`config.mk`:
```
export PLATFORM = sky130hd
export DESIGN_NAME = lut_gate_pipe
export DESIGN_NICKNAME = d
export VERILOG_FILES = /design/src/rtl/lut_gate_pkg.sv /design/src/rtl/lut_channel.sv /design/src/rtl/lut_gate_pipe.sv
export SDC_FILE = /design/constraint.sdc
export NUM_CORES = 1
export LEC_CHECK = 0
export ABC_AREA = 1
export ABC_CLOCK_PERIOD_IN_PS = 4550
export CAP_MARGIN = 10
export CORE_MARGIN = 1.5
export CORE_UTILIZATION = 57
export DETAILED_ROUTE_END_ITERATION = 8
export GPL_ROUTABILITY_DRIVEN = 0
export PLACE_DENSITY_LB_ADDON = 0.05
export SLEW_MARGIN = 30
export SYNTH_ARGS = -nofsm -noshare
export SYNTH_HDL_FRONTEND = slang
export SYNTH_HIERARCHICAL = 1
export SYNTH_SLANG_ARGS = --single-unit
```
`constraint.sdc`:
```
create_clock -name CLK -period 4.55 [get_ports CLK]
set_clock_uncertainty 0.15 [all_clocks]
set_input_delay 1.1375 -clock CLK [delete_from_list [all_inputs] [get_ports CLK]]
set_output_delay 1.1375 -clock CLK [all_outputs]
set_load 0.01 [all_outputs]
```
`src/rtl/lut_gate_pkg.sv`:
```
`default_nettype none
// ============================================================================
// Module   : lut_gate_pkg
// Brief    : Shared constants and helpers for the LUT gate pipeline.
// Revision : 1.0 - initial release
// ============================================================================
package lut_gate_pkg;

    // Minterms 1,3,9,11 -> F = ~B & D
    localparam logic [15:0] c_DEFAULT_LUT = 16'h0A0A;

    // Select width that never collapses to zero bits for a single channel
    function automatic int sel_width(input int n);
        return (n <= 1) ? 1 : $clog2(n);
    endfunction

endpackage
`default_nettype wire

```
`src/rtl/lut_channel.sv`:
```
`default_nettype none
// ============================================================================
// Module   : lut_channel
// Brief    : One programmable truth table with rise detection and hit counter.
// Revision : 1.0 - initial release
// ============================================================================
module lut_channel #(
    parameter int                   N_IN    = 4,
    parameter int                   CNT_W   = 8,
    parameter logic [(1<<N_IN)-1:0] RST_LUT = '0
) (
    input  logic                   clk,
    input  logic                   i_rst_n,
    input  logic                   i_cfg_we,
    input  logic [(1<<N_IN)-1:0]   i_cfg_data,
    input  logic                   i_cnt_clr,
    input  logic                   i_acc,
    input  logic [N_IN-1:0]        i_data,
    output logic                   o_f_next,
    output logic                   o_rise_next,
    output logic [CNT_W-1:0]       o_hit_cnt
);

    localparam logic [CNT_W-1:0] c_CNT_MAX = '1;

    logic [(1<<N_IN)-1:0] r_lut;
    logic                 r_prev_f;
    logic [CNT_W-1:0]     r_cnt;

    // Lookup reads the current table, so a same-cycle write only affects later accepts
    assign o_f_next    = r_lut[i_data];
    assign o_rise_next = o_f_next & ~r_prev_f;
    assign o_hit_cnt   = r_cnt;

    always_ff @(posedge clk) begin
        if (!i_rst_n) begin
            r_lut    <= RST_LUT;
            r_prev_f <= 1'b0;
            r_cnt    <= '0;
        end else begin
            if (i_cfg_we) begin
                r_lut <= i_cfg_data;
            end
            if (i_acc) begin
                r_prev_f <= o_f_next;
            end
            // Clear wins over a coincident hit
            if (i_cnt_clr) begin
                r_cnt <= '0;
            end else if (i_acc && o_f_next && (r_cnt != c_CNT_MAX)) begin
                r_cnt <= r_cnt + 1'b1;
            end
        end
    end

endmodule
`default_nettype wire

```
`src/rtl/lut_gate_pipe.sv`:
```
`default_nettype none
// ============================================================================
// Module   : lut_gate_pipe
// Brief    : N_CH programmable LUT gates behind a valid/ready output register.
// Revision : 1.0 - initial release
// ============================================================================
module lut_gate_pipe
    import lut_gate_pkg::*;
#(
    parameter int                   N_IN        = 4,
    parameter int                   N_CH        = 2,
    parameter int                   CNT_W       = 8,
    parameter logic [(1<<N_IN)-1:0] DEFAULT_LUT = c_DEFAULT_LUT
) (
    input  logic                          CLK,
    input  logic                          RST_N,
    input  logic                          CFG_WE,
    input  logic [sel_width(N_CH)-1:0]    CFG_CH,
    input  logic [(1<<N_IN)-1:0]          CFG_DATA,
    input  logic                          CNT_CLR,
    input  logic                          IN_VALID,
    output logic                          IN_READY,
    input  logic [N_IN-1:0]               IN_DATA,
    output logic                          OUT_VALID,
    input  logic                          OUT_READY,
    output logic [N_CH-1:0]               OUT_F,
    output logic [N_CH-1:0]               OUT_RISE,
    output logic [N_CH*CNT_W-1:0]         HIT_CNT
);

    localparam int c_W_SEL = sel_width(N_CH);

    logic            w_accept;
    logic [N_CH-1:0] w_cfg_we;
    logic [N_CH-1:0] w_f_next;
    logic [N_CH-1:0] w_rise_next;

    logic            r_out_valid;
    logic [N_CH-1:0] r_out_f;
    logic [N_CH-1:0] r_out_rise;

    assign IN_READY = !r_out_valid || OUT_READY;
    assign w_accept = IN_VALID && IN_READY;

    for (genvar c = 0; c < N_CH; c++) begin : g_ch
        // Out-of-range CFG_CH matches no channel, so the write is dropped
        assign w_cfg_we[c] = CFG_WE && (CFG_CH == c_W_SEL'(c));

        lut_channel #(
            .N_IN    (N_IN),
            .CNT_W   (CNT_W),
            .RST_LUT (DEFAULT_LUT)
        ) u_ch (
            .clk         (CLK),
            .i_rst_n     (RST_N),
            .i_cfg_we    (w_cfg_we[c]),
            .i_cfg_data  (CFG_DATA),
            .i_cnt_clr   (CNT_CLR),
            .i_acc       (w_accept),
            .i_data      (IN_DATA),
            .o_f_next    (w_f_next[c]),
            .o_rise_next (w_rise_next[c]),
            .o_hit_cnt   (HIT_CNT[c*CNT_W +: CNT_W])
        );
    end

    always_ff @(posedge CLK) begin
        if (!RST_N) begin
            r_out_valid <= 1'b0;
            r_out_f     <= '0;
            r_out_rise  <= '0;
        end else if (w_accept) begin
            r_out_valid <= 1'b1;
            r_out_f     <= w_f_next;
            r_out_rise  <= w_rise_next;
        end else if (OUT_READY) begin
            r_out_valid <= 1'b0;
        end
    end

    assign OUT_VALID = r_out_valid;
    assign OUT_F     = r_out_f;
    assign OUT_RISE  = r_out_rise;

endmodule
`default_nettype wire
```
==> results.md, run 1 <==
- At the pin with the least slew margin, the transition time is 0.7556 ns.
- Max-cap violations in this run came to 0.
- The number of warnings printed during yosys synthesis is 6.
- STA puts the critical path data required time at 3.26 ns.
- The instance area after placement is 3314 um2.
- The synthesized netlist net count is 450.
- The cell area that synthesis handed to floorplanning was 2831 um2.
- Of the total power, registers draw 0.482.
- In this run the worst hold path is classified as flip-flop to flip-flop.
- The initial core utilization is 0.5955.
- The maximum fanout count along the critical path is 10.
- The arrival time reported for the critical path endpoint is 2.33 ns.
- Global routing finished with a remaining overflow of 0.
- The clock net sink count is 55.
- The floorplan die height is 73.48 um.
- Of the synthesized area, sequential elements account for 0.3889.
- The average instance area after synthesis is 6.726 um2.
- The final-layout fill cell count is 411.
- The internal power is 0.8027 mW.
- The area growth from synthesis to final layout is 21.87%.
- The critical path starts at OUT_READY.
- The number of buffers added by the clock tree synthesis step is 5.
- Setup repair after global routing left no endpoint under its margin.
- The number of buffers on the longest clock path is 2.
- The via-per-instance ratio is 4.998.
- The die covers 5399 um2.
- The CTS H-tree depth is 2.
- The count of flip-flops with a built-in enable after synthesis is 0.
- The final design area excluding fillers is 3451 um2.
- The cell area power density is 312.7 nW/um2.
- STA classifies the critical path startpoint as an input pin.
- The capture point of the worst reg-to-reg path is g_ch[0].u_ch/o_hit_cnt[3].
- The dominant combinational cell family by area after synthesis is simple AND/OR/NAND/NOR gates.
- The relative slew slack is 0.4947.
- The worst path needs 3.614 ns of the cycle, external delays included.
- Post-CTS repair changed the size of 0 cells.
- The first global-routing pass estimated 10.42 mm of wire.
- Once detailed placement completed, the half-perimeter wirelength came to 4.424 mm.
- The clock latency of the later-clocked register in the worst-skew pair is 0.31 ns.
- Setup violations remaining at the end of the flow were counted as 0.
- For this run, the detailed router's first-pass iteration total came to 4.
- The share of synthesized flip-flops with an asynchronous set or reset is 0.
- The final worst-path setup slack is 0.9362 ns.
- Of the total power, the share spent switching nets is 0.2561.
- The maximum clock frequency is 0.2767 GHz.
- The complex-gate fraction of the synthesized area is 0.1281.
- For this run, the leading register cell type out of synthesis is sky130_fd_sc_hd__dfxtp_1.
- The final total negative setup slack is 0 ns.
- The xor and xnor area share after synthesis is 0.01856.
- The global-route usage over all layers is 0.2450.
- The violation count after the first detailed-routing iteration is 147.
- After detailed routing, the number of remaining DRC violations is 0.
- The final number of hold-violating endpoints is 0.
- The leakage power total is 1.572 nW.
- The post-place setup slack is 0.9321 ns.
- The number of ports placed on the die boundary is 49.
- The termination of the worst setup path is IN_READY.
- The detail route stage leaves a number of antenna-violating nets equal to 0.
- The CTS tree is done.
- STA classifies the critical path endpoint as an output port.
- The run finished with clean final reports.
- The count of nets after finishing is 494.
- The area of the core is 4755 um2.
- VDD sags by at most 0.2453 mV.
- Summing over every cut layer, the via total after detailed routing is 2664.
- Of the available clock period, the critical path in the final layout requires 0.7942.
- The post-synthesis cell type count is 20.
- The number of diodes added for antenna fixing is 0.
- The via count of the first global-routing pass was 2314.
- The most repeated cell in the gate-level netlist after synthesis is sky130_fd_sc_hd__inv_1.
- The count of pins over their slew limit was 0.
- Of the total synthesized cell area, the portion taken by AND, OR, NAND and NOR gates is 0.3009.
- Setup slack on the worst reg-to-reg path comes out at 2.79 ns.
- The number of buffers inserted by port buffering is 48.
- The share of total power dissipated in the clock network is 0.352.
- In this run, synthesis produced a sequential element count of 55.
- Entering global routing, the biggest net connects 27 pins.
- Once the clock tree was built, the setup fixing pass inserted 0 buffers.
- Summed over all nets, the switching power comes to 0.2763 mW.
- The arithmetic-cell share of the synthesized area counting full adders, half adders and majority gates is 0.008838.
- The detail-routed net length per standard cell is 11.49 um.
- Yosys attributes the largest share of cell area to sky130_fd_sc_hd__dfxtp_1 39%, sky130_fd_sc_hd__inv_1 12%, sky130_fd_sc_hd__nand2_1 12%.
- The cell accounting for the most synthesized area is sky130_fd_sc_hd__dfxtp_1.
- The buffer type at the clock tree root is sky130_fd_sc_hd__clkbuf_8.
- The worst setup path is of the input pin to output port kind.
- The synthesized netlist cell count is 421.
- The number of cells on the worst reg-to-reg path is 12.
- The number of antenna violations at the first check in global routing was 0.
- The share of total power dissipated in combinational logic is 0.166.
- Of the post-synthesis cell area, the dominant cell type holds 0.3889.
- Clock-pin slew was measured on the worst setup and hold paths at 0.10 ns.
- In the final layout, the share of cells above drive strength 1 is 0.05150.
- Buffers inserted to repair hold after CTS numbered 0.
- The routed design has 6.123 mm of wire.
- Row generation in the floorplan step produced 25 rows.
- The floorplan die width is 73.48 um.
- The multiplexer area fraction after synthesis is 0.
- The startpoint identified for the worst register-to-register timing path is g_ch[0].u_ch/o_hit_cnt[0].
- By count the netlist is led by 90 x sky130_fd_sc_hd__inv_1, 89 x sky130_fd_sc_hd__nand2_1, 55 x sky130_fd_sc_hd__dfxtp_1.
[sequential cells by signal (all words and copies together) (netlist names)]
signal	flops
g_ch.u_ch/r_prev_f	2
OUT_F	2
OUT_RISE	2
g_ch.u_ch/r_lut	32
OUT_VALID	1
g_ch.u_ch/o_hit_cnt	16
[layer usage]
metal	track usage	routed length, um	vias up
li1	-	-	1404
met1	0.3470	2900	1193
met2	0.3854	2806	59
met3	0.04115	333	8
met4	0.06584	83	0
met5	0	0	-
[critical path, stage by stage]
cell and delay [ns]:
sky130_fd_sc_hd__clkdlybuf4s50_1 0.45, sky130_fd_sc_hd__inv_1 0.07, sky130_fd_sc_hd__nand2_4 0.11, sky130_fd_sc_hd__clkdlybuf4s50_1 0.55
[cells by family (layout without fill, tap and decap cells)]
group | Yosys count | in the layout
compound gates | 72 | 72
fa+ha+maj | 2 | 2
buf+inv | 103 | 148
simple gates | 183 | 183
xor+xnor | 6 | 6
flops | 55 | 55
[stage by stage]
stage | utilization | hold slack [ns] | cells | power, mW
after global routing | 0.7258 | 0.3280 | 533 | 1.128
after floorplan | - | 0.2786 | 421 | 0.6516
after detailed placement | 0.6971 | 0.2976 | 525 | 0.7093
final | 0.7258 | 0.3124 | 533 | 1.079
after global placement | 0.6971 | 0.2933 | 525 | 0.7050
after CTS | 0.7258 | 0.3139 | 533 | 1.086
[layout make-up]
cell class / count / area (um2) / share of cell area
Tap cell: 67 / 83.83 / 0.02429
Clock buffer: 5 / 68.82 / 0.01994
Clock inverter: 3 / 67.56 / 0.01958
Multi-Input combinational cell: 263 / 1296 / 0.3756
Timing Repair Buffer: 50 / 495.5 / 0.1436
Sequential cell: 55 / 1101 / 0.3191
Inverter: 90 / 337.8 / 0.09790
[power by group through the flow]
stage / combinational, mW / clock, mW / sequential (mW)
after floorplan: 0.119 / 0 / 0.533
after global placement: 0.174 / 0 / 0.531
after detailed placement: 0.177 / 0 / 0.532
after CTS: 0.179 / 0.387 / 0.521
after global routing: 0.202 / 0.403 / 0.523
final: 0.179 / 0.380 / 0.520
[placed cells by master, fill, tap and decap left out]
master / instances
sky130_fd_sc_hd__a21boi_0: 1
sky130_fd_sc_hd__a21oi_1: 38
sky130_fd_sc_hd__a21oi_2: 1
sky130_fd_sc_hd__buf_4: 2
sky130_fd_sc_hd__bufinv_16: 2
sky130_fd_sc_hd__clkbuf_8: 5
sky130_fd_sc_hd__clkdlybuf4s50_1: 48
sky130_fd_sc_hd__clkinvlp_4: 1
sky130_fd_sc_hd__dfxtp_1: 55
sky130_fd_sc_hd__ha_1: 2
sky130_fd_sc_hd__inv_1: 90
sky130_fd_sc_hd__nand2_1: 89
sky130_fd_sc_hd__nand2_4: 3
sky130_fd_sc_hd__nand3_1: 38
sky130_fd_sc_hd__nand3_2: 10
sky130_fd_sc_hd__nand4_1: 12
sky130_fd_sc_hd__nor2_1: 29
sky130_fd_sc_hd__nor3_1: 2
sky130_fd_sc_hd__o21ai_0: 28
sky130_fd_sc_hd__o21ai_1: 4
sky130_fd_sc_hd__xnor2_1: 2
sky130_fd_sc_hd__xor2_1: 4
[how the worst min path moves through the flow]
stage,cells past startpoint,start,end,slack (ns)
final,2,g_ch[1].u_ch/r_lut[8],g_ch[1].u_ch/r_lut[8],0.31
after global routing,2,g_ch[1].u_ch/r_lut[5],g_ch[1].u_ch/r_lut[5],0.33
after CTS,2,g_ch[1].u_ch/r_lut[8],g_ch[1].u_ch/r_lut[8],0.31
after detailed placement,2,g_ch[1].u_ch/r_lut[8],g_ch[1].u_ch/r_lut[8],0.30
after global placement,2,g_ch[1].u_ch/r_lut[0],g_ch[1].u_ch/r_lut[0],0.29
after floorplan,2,g_ch[0].u_ch/r_lut[0],g_ch[0].u_ch/r_lut[0],0.28
Power figures use the tool's default switching activity.
==> run 2: changes to the inputs <==
--- a/config.mk
+++ b/config.mk
@@ -6,10 +6,10 @@
 export NUM_CORES = 1
 export LEC_CHECK = 0
 export ABC_AREA = 1
-export ABC_CLOCK_PERIOD_IN_PS = 4550
+export ABC_CLOCK_PERIOD_IN_PS = 3730
 export CAP_MARGIN = 10
 export CORE_MARGIN = 1.5
-export CORE_UTILIZATION = 57
+export CORE_UTILIZATION = 53
 export DETAILED_ROUTE_END_ITERATION = 8
 export GPL_ROUTABILITY_DRIVEN = 0
 export PLACE_DENSITY_LB_ADDON = 0.05
==> constraint.sdc (replaced) <==
create_clock -name CLK -period 3.73 [get_ports CLK]
set_clock_uncertainty 0.15 [all_clocks]
set_input_delay 0.9325 -clock CLK [delete_from_list [all_inputs] [get_ports CLK]]
set_output_delay 0.9325 -clock CLK [all_outputs]
set_load 0.01 [all_outputs]
==> run 2 against run 1 <==
Compared with the run above:
- cell count rose by 0.75%
- final area up 0.22%
- sequential cell count unchanged
- sequential share of layout area is 0.069 points lower
- setup slack got worse by 0.40 ns
- combinational power increased by 23%
- global-route usage down 0.93 points
- via count is 1.5% higher
- routed wire length is 4.2% higher
- first-iteration DRC count increased by 25%
- utilization fell by 5.3 points
- worst hold slack worse by 0.0012 ns
- largest cell class unchanged
- largest power group unchanged
==> results.md, run 2 (synthesis results as in run 1) <==
- The worst reg2reg path startpoint is g_ch[0].u_ch/o_hit_cnt[0].
- Of the available clock period, the critical path in the final layout requires 0.8569.
- After detailed routing, the average wire length per cell comes to 11.89 um.
- The number of setup buffers added after CTS is 0.
- The H-tree was split into 2 levels.
- The via count of the first global-routing pass came to 2478.
- Leaving out fill and tap cells, the most frequent cell in the layout is sky130_fd_sc_hd__inv_1.
- The hold slack is 0.3112 ns.
- The path class of the lowest-slack min-delay path is flip-flop to flip-flop.
- The number of search-and-repair iterations in the first detailed-routing pass is 4.
- The area growth from synthesis to final layout is 22.14%.
- The instance area after placement is 3326 um2.
- After clock tree synthesis, the clock-pin slew on the worst setup and hold paths is 0.10 ns.
- The number of instances in the placed design is 529.
- After the last flow step, the layout net total stands at 495.
- The post-cts sizing count is 0.
- The clock latency of the later-clocked register in the worst-skew pair is 0.31 ns.
- The number of buffers inserted by port buffering is 48.
- The arrival time reported for the critical path endpoint is 2.11 ns.
- The beginning of the critical path is OUT_READY.
- In the routed layout, each cell is associated on average with a via count of 5.034.
- The critical path is of the input pin to output port type.
- The global-route usage over all layers is 0.2357.
- For this run, the top clock speed supported by timing is 0.3129 GHz.
- In the layout the commonest cells are 90 x sky130_fd_sc_hd__inv_1, 89 x sky130_fd_sc_hd__nand2_1, 55 x sky130_fd_sc_hd__dfxtp_1, 48 x sky130_fd_sc_hd__clkdlybuf4s50_1.
- The fraction of final layout cells sized beyond drive strength 1 is 0.05139.
- The count of pins over their slew limit was 0.
- No sink is reached through more buffers than the 2 on the longest clock path.
- The die covers 5790 um2.
- The floorplan step set the die height to 76.09 um.
- The number of non-filler instances in the completed layout is 537.
- STA classifies the critical path startpoint as an input pin.
- The number of diodes added for antenna fixing is 0.
- The number of logic stages on the critical path including buffering is 4.
- The post-place setup slack is 0.5334 ns.
- Measured along the x axis, the die boundary spans 76.09 um.
- TritonCTS built the clock tree.
- The family with the most delay on the worst path is buffers and inverters.
- The final design utilization is 0.6728.
- With fillers left out, the area of the finished cells amounts to 3458 um2.
- CTS saw 55 sinks.
- The cell area power density is 379.7 nW/um2.
- STA puts the critical path data required time at 2.65 ns.
- The actual slew at the worst max-slew pin is 0.7286 ns.
- The overall power is 1.313 mW.
- The first global-routing pass estimated 11.22 mm of wire.
- The post-detailed-placement half-perimeter wirelength is 4.692 mm.
- The maximum fanout count along the critical path is 10.
- The relative slew slack is 0.5137.
- Summed over all cells, the static leakage comes to 1.578 nW.
- The number of antenna violations at the first check in global routing is 0.
- The capture point of the worst reg-to-reg path is g_ch[0].u_ch/o_hit_cnt[3].
- Traced cell by cell, the critical path runs through clkdlybuf4s50_1 > inv_1 > nand2_4 > clkdlybuf4s50_1.
- Across the run, the number of max-cap violations was 0.
- The initialized floorplan defines 26 standard-cell rows.
- The buffer type at the clock tree root is sky130_fd_sc_hd__clkbuf_8.
- The area of the core is 5140 um2.
- The number of flip-flops under the largest register name is 32.
- The most critical setup path has its endpoint at IN_READY.
- The largest net degree at the start of global routing is 29.
- The number of vias after detailed routing is 2703.
- The worst path buffer plus inverter count is 3.
- The violation count after the first detailed-routing iteration is 184.
- The total of hold buffers inserted after clock tree synthesis is 0.
- For this configuration, the core starts out at a cell density of 0.5509.
- In the post-route analysis, the smallest setup slack over all paths is 0.5337 ns.
- After layout, the minimum clock period comes to 3.196 ns.
- The total grt overflow is 0.
- Adding up every negative setup slack in the final design gives 0 ns.
- The number of ports placed on the die boundary is 49.
- The flop-to-flop setup slack is 1.97 ns.
- The number of antenna-violating nets in the routed design is 0.
- The total wire length is 6.383 mm.
- The final number of hold-violating endpoints was 0.
- The register with the most flip-flops is g_ch.u_ch/r_lut.
- Setup violations remaining at the end of the flow were counted as 0.
- For this run, the slowest stage of the critical path takes 0.55 ns.
- STA classifies the critical path endpoint as an output port.
- Setup repair after global routing left no endpoint under its margin.
- The number of buffers added by the clock tree synthesis step is 5.
- The run finished with clean final reports.
- The peak ir drop on the vdd network is 0.2172 mV.
- The number of cells on the worst reg-to-reg path is 12.
- The cell that appears most often on the critical path is sky130_fd_sc_hd__clkdlybuf4s50_1.
- The residual DRC count is 0.
- The slowest cell on the critical path is sky130_fd_sc_hd__clkdlybuf4s50_1.
## run 2: how the worst min path moves through the flow
stage	from	to	slack, ns	depth (start not counted)
2_1_floorplan	g_ch[0].u_ch/r_lut[0]	g_ch[0].u_ch/r_lut[0]	0.28	2
3_3_place_gp	g_ch[0].u_ch/r_lut[7]	g_ch[0].u_ch/r_lut[7]	0.29	2
3_5_place_dp	g_ch[1].u_ch/r_lut[3]	g_ch[1].u_ch/r_lut[3]	0.30	2
4_1_cts	g_ch[0].u_ch/r_lut[7]	g_ch[0].u_ch/r_lut[7]	0.31	2
5_1_grt	g_ch[1].u_ch/r_lut[0]	g_ch[1].u_ch/r_lut[0]	0.32	2
6_report	g_ch[0].u_ch/r_lut[7]	g_ch[0].u_ch/r_lut[7]	0.31	2
## run 2: tightest hold or removal path, cell delays in order, from the launching register on
cell and delay [ns]:
sky130_fd_sc_hd__dfxtp_1 0.31, sky130_fd_sc_hd__inv_1 0.06, sky130_fd_sc_hd__a21oi_1 0.06
## run 2: per-layer routing
| layer | vias to the layer above | routed length [um] | track usage |
|---|---|---|---|
| li1 | 1407 | - | - |
| met1 | 1226 | 3030 | 0.3184 |
| met2 | 61 | 2991 | 0.3892 |
| met3 | 9 | 283 | 0.03713 |
| met4 | 0 | 78 | 0.07037 |
| met5 | - | 0 | 0 |
## run 2: area by class of cell
| class | instances | area [um2] |
|---|---|---|
| clock buffer | 6 | 72.57 |
| timing repair buffer | 51 | 503.0 |
| clock inverter | 2 | 60.06 |
| tap | 70 | 87.58 |
| sequential | 55 | 1101 |
| inverter | 90 | 337.8 |
| fill | 494 | 1682 |
| multi-input combinational | 263 | 1296 |
## run 2: power by group
part	switching, mW	internal, mW
Combinational	0.128	0.0920
Clock	0.190	0.268
Sequential	0.0144	0.620
Total	0.333	0.980
